File: src/rtl/bus_arbiter.sv
// Two-requester bus arbiter: alternating tie-break, bounded hold with forced
// handoff, and a registered grant/select pair driving a combinational data mux.
module bus_arbiter #(
    parameter int DATA_WIDTH = 16,
    parameter int MAX_HOLD   = 8
) (
    input  logic                  clk,
    input  logic                  rst,
    input  logic                  req0,
    input  logic                  req1,
    input  logic [DATA_WIDTH-1:0] data0,
    input  logic [DATA_WIDTH-1:0] data1,
    output logic                  gnt0,
    output logic                  gnt1,
    output logic                  select,
    output logic [DATA_WIDTH-1:0] out,
    output logic                  out_valid,
    output logic [7:0]            hold_cnt
);

    localparam logic [7:0] HOLD_MAX = 8'(MAX_HOLD);

    typedef enum logic [1:0] {
        IDLE   = 2'd0,
        GRANT0 = 2'd1,
        GRANT1 = 2'd2
    } state_t;

    state_t state;
    logic   last_srv;

    function automatic logic [7:0] sat_inc(input logic [7:0] v);
        return (v >= HOLD_MAX) ? HOLD_MAX : v + 8'd1;
    endfunction

    always_ff @(posedge clk or posedge rst) begin
        if (rst) begin
            state    <= IDLE;
            gnt0     <= 1'b0;
            gnt1     <= 1'b0;
            select   <= 1'b0;
            last_srv <= 1'b1;
            hold_cnt <= 8'd0;
        end else begin
            case (state)
                IDLE: begin
                    // On a tie, the side that was not served last wins.
                    if (req0 && (!req1 || last_srv)) begin
                        state    <= GRANT0;
                        gnt0     <= 1'b1;
                        gnt1     <= 1'b0;
                        select   <= 1'b0;
                        last_srv <= 1'b0;
                        hold_cnt <= 8'd1;
                    end else if (req1) begin
                        state    <= GRANT1;
                        gnt0     <= 1'b0;
                        gnt1     <= 1'b1;
                        select   <= 1'b1;
                        last_srv <= 1'b1;
                        hold_cnt <= 8'd1;
                    end else begin
                        hold_cnt <= 8'd0;
                    end
                end
                GRANT0: begin
                    if (req1 && (!req0 || hold_cnt == HOLD_MAX)) begin
                        state    <= GRANT1;
                        gnt0     <= 1'b0;
                        gnt1     <= 1'b1;
                        select   <= 1'b1;
                        last_srv <= 1'b1;
                        hold_cnt <= 8'd1;
                    end else if (!req0) begin
                        state    <= IDLE;
                        gnt0     <= 1'b0;
                        gnt1     <= 1'b0;
                        hold_cnt <= 8'd0;
                    end else begin
                        hold_cnt <= sat_inc(hold_cnt);
                    end
                end
                GRANT1: begin
                    if (req0 && (!req1 || hold_cnt == HOLD_MAX)) begin
                        state    <= GRANT0;
                        gnt0     <= 1'b1;
                        gnt1     <= 1'b0;
                        select   <= 1'b0;
                        last_srv <= 1'b0;
                        hold_cnt <= 8'd1;
                    end else if (!req1) begin
                        state    <= IDLE;
                        gnt0     <= 1'b0;
                        gnt1     <= 1'b0;
                        hold_cnt <= 8'd0;
                    end else begin
                        hold_cnt <= sat_inc(hold_cnt);
                    end
                end
                default: begin
                    state    <= IDLE;
                    gnt0     <= 1'b0;
                    gnt1     <= 1'b0;
                    hold_cnt <= 8'd0;
                end
            endcase
        end
    end

    assign out       = select ? data1 : data0;
    assign out_valid = (gnt0 & req0) | (gnt1 & req1);

endmodule

File: config.mk
export PLATFORM = sky130hd
export DESIGN_NAME = bus_arbiter
export DESIGN_NICKNAME = d
export VERILOG_FILES = /design/src/rtl/bus_arbiter.sv
export SDC_FILE = /design/constraint.sdc
export NUM_CORES = 1
export LEC_CHECK = 0
export ABC_AREA = 1
export CAP_MARGIN = 20
export CORE_MARGIN = 2
export CORE_UTILIZATION = 33
export DETAILED_ROUTE_END_ITERATION = 16
export GPL_TIMING_DRIVEN = 1
export PLACE_DENSITY = 0.8
export RECOVER_POWER = 25
export SLEW_MARGIN = 10
export SYNTH_ARGS = -nofsm -noshare
export SYNTH_HDL_FRONTEND = slang
export SYNTH_SLANG_ARGS = --single-unit
File: constraint.sdc
create_clock -name clk -period 1.5 [get_ports clk]
set_input_delay 0.45 -clock clk [delete_from_list [all_inputs] [get_ports clk]]
set_output_delay 0.45 -clock clk [all_outputs]
set_load 0.01 [all_outputs]
==> impl_metrics.json <==
{
  "cp-end-kind": "output port",
  "max-cap-violations": 0,
  "final_layout_size_suffix_gt1_share_pct": 39.4,
  "cp-start-kind": "flip-flop",
  "dr_total_vias": 1101,
  "cts_tree": "yes",
  "cts.sinks": 14,
  "syn_to_final_growth_pct": 90.6,
  "p_sw_share_pct": 39.0,
  "cts_buffer_depth": 2,
  "irDropWorstVdd_mv": 0.753,
  "crit_start": "select",
  "hp-start": "last_srv",
  "power_frac_clock_pct": 8.6,
  "core_area_um2": 2980,
  "final_nets": 241,
  "antenna_found_initial": 0,
  "cp_data_arrival_time_ns": 1.40,
  "drc_errors": 0,
  "ys_seq_elements": 14,
  "p_int_w": 0.00163,
  "worstReg2RegStart": "hold_cnt[0]",
  "highest_layer": "met4",
  "worstSkewPairLatency_ns": 0.29,
  "yosysWarnings": 0,
  "grt_overflow": 0,
  "portBuffers": 63,
  "die_width_um": 59.4,
  "critPathKind": "reg -> out",
  "place_congestion": 0.922,
  "postRouteAntennaNets": 0,
  "worst_pin_slew_ns": 0.759,
  "hpwl_mm": 2.47,
  "wl_met1_mm": 1.36,
  "cts_max_level": 1,
  "finalCritPeriodShare_pct": 123,
  "clk_pin_slew_ns": 0.08,
  "power.density_nw_per_um2": 1380,
  "cts_made_buffers": 3,
  "power.switching_w": 0.00104,
  "root_buffer": "clkbuf_4",
  "crit_path_max_fanout": 6,
  "first_iter_violations": 31,
  "synthDistinctLibCells": 26,
  "met2_length_mm": 1.91,
  "routedWlPerCell_um": 15.0,
  "cp.required_ns": 1.05,
  "status": "finished, violations left",
  "fin_skew_ns": 0.00514,
  "synthCells": 114,
  "drt_wl_total_mm": 3.46,
  "fillCellCount": 255,
  "dieArea_um2": 3520,
  "power_frac_comb_pct": 69.3,
  "initial_utilization_pct": 33.9,
  "violations": "setup timing",
  "die_h_um": 59.4,
  "pre_cts_slack_ns": -0.599,
  "finalNonFillerCells": 231,
  "grt_pass1_wl_mm": 4.86,
  "p_seq_share_pct": 22.0,
  "seq_area_frac_synth_pct": 34.8,
  "wl_met3_um": 153,
  "grt.total_usage_pct": 18.8,
  "p_leak_nw": 0.967,
  "grt_pass1_vias": 1049,
  "finalMaxSlewViolations": 0,
  "viasPerCell": 4.77,
  "setup_viol_count_final": 18,
  "fmax_ghz": 0.542,
  "dp.cells": 217,
  "relSlewSlack_pct": 49.4,
  "hold_viol_final": 0,
  "synth.cell_area_um2": 1010,
  "rows": 20,
  "hold_class": "reg -> reg",
  "rsz0062_at_grt": "true",
  "diodes": 0,
  "fin_ws_ns": -0.346,
  "io_pins": 64,
  "hold_buffers": 0,
  "drtPass1Iterations": 4,
  "layout_min_cycle_time_ns": 1.85,
  "grt_max_degree": 15,
  "avgSynthCellArea_um2": 8.87
}
==> through the flow <==
stage               total power, W  hold WS, ns  util, %  TNS [ns]  instance area, um^2
detailed placement         0.00211        0.469     58.5    -11.52                 1740
CTS                        0.00253        0.457     62.3     -5.54                 1860
floorplan                  0.00140        0.339        -         0                 1030
global route               0.00283        0.516     64.7     -6.29                 1930
finish                     0.00266        0.480     64.7     -5.39                 1930
global placement           0.00206        0.465     58.5    -10.90                 1740
==> cell usage after synthesis <==
cell type	number	share of area [%]
o21ai_2	3	2.6
nand3_4	1	1.7
a21oi_1	2	0.99
dfrtp_1	13	32
ha_1	6	7.4
nand2_2	3	1.9
and3_1	1	0.62
inv_1	14	5.2
nand2_1	22	8.2
xnor2_1	1	0.87
nor3_1	1	0.49
conb_1	1	0.37
nor2_1	8	3.0
nand2_4	2	2.2
o31ai_1	1	0.74
nand3_2	2	2.0
or2_1	1	0.62
dfstp_2	1	2.6
nand4_1	5	3.1
nand3_1	4	2.0
mux2_2	16	18
buf_2	2	0.99
inv_2	1	0.37
o21ai_1	1	0.49
a22o_1	1	0.87
buf_4	1	0.74
==> flip-flops by register name, summed over array words and instances, names as in the netlist <==
name / flops
hold_cnt: 8
state: 2
gnt0: 1
gnt1: 1
last_srv: 1
select: 1
==> layout make-up <==
class	instances	area [um^2]	area share (%)
Tap cell	33	41.3	2.14
Inverter	15	56.3	2.92
Clock buffer	4	26.3	1.36
Sequential cell	14	352	18.2
Multi-Input combinational cell	85	682	35.4
Timing Repair Buffer	80	769	39.9
==> kinds of logic after synthesis <==
group	share of synthesized area, %
AND/OR/NAND/NOR	25.7
buffers and inverters	7.30
multiplexers	17.8
flip-flops	34.8
AO/OA/AOI/OAI	5.69
adder cells (fa/ha/maj)	7.43
other	0.371
XOR/XNOR	0.866
==> placed cells by master (no fill, tap or decap), types with 3 or more instances in the layout <==
master and count:
ha_1 5, nand2_1 17, nand2_2 8, dlygate4sd2_1 10, nand3_1 4, inv_2 3
nand4_1 5, inv_1 12, dfrtp_1 13, nor2_1 7, clkbuf_4 3, conb_1 4
clkdlybuf4s50_1 32, mux2_2 8, buf_6 20, mux2_4 8, buf_4 11
==> critical path: stages (launching register included) <==
cell,delay [ns]
dfrtp_1,0.41
buf_12,0.15
buf_6,0.12
mux2_4,0.30
buf_6,0.13
==> repair_timing <==
action	4_1_cts	5_1_grt
gates resized for setup	106	24
buffers inserted	8	2
setup endpoints to repair	33	29
gates cloned	0	0
pin swaps	1	8
==> final timing paths <==
kind / end / slack [ns] / depth (start not counted)
max in group asynchronous: select / 0.23 / 3
setup / recovery: out[15] / -0.35 / 4
min in group asynchronous: hold_cnt[1] / 0.79 / 3
hold / removal: last_srv / 0.48 / 2
hold reg to reg: last_srv / 0.48 / 2
setup reg to reg: state[1] / 0.05 / 9
==> metal layers <==
metal | GRT usage [%] | vias up
met5 | 0 | -
met4 | 5.84 | 0
met3 | 3.49 | 5
met2 | 34.4 | 26
met1 | 21.9 | 534
li1 | - | 536
==> power groups by stage <==
| stage | Sequential [W] | Clock [W] | Combinational [W] |
|---|---|---|---|
| floorplan | 0.000603 | 0 | 0.000801 |
| global placement | 0.000590 | 0 | 0.00147 |
| detailed placement | 0.000592 | 0 | 0.00152 |
| CTS | 0.000576 | 0.000232 | 0.00172 |
| global route | 0.000602 | 0.000250 | 0.00197 |
| finish | 0.000587 | 0.000230 | 0.00185 |
No activity file was read; power rests on OpenSTA's default activity.
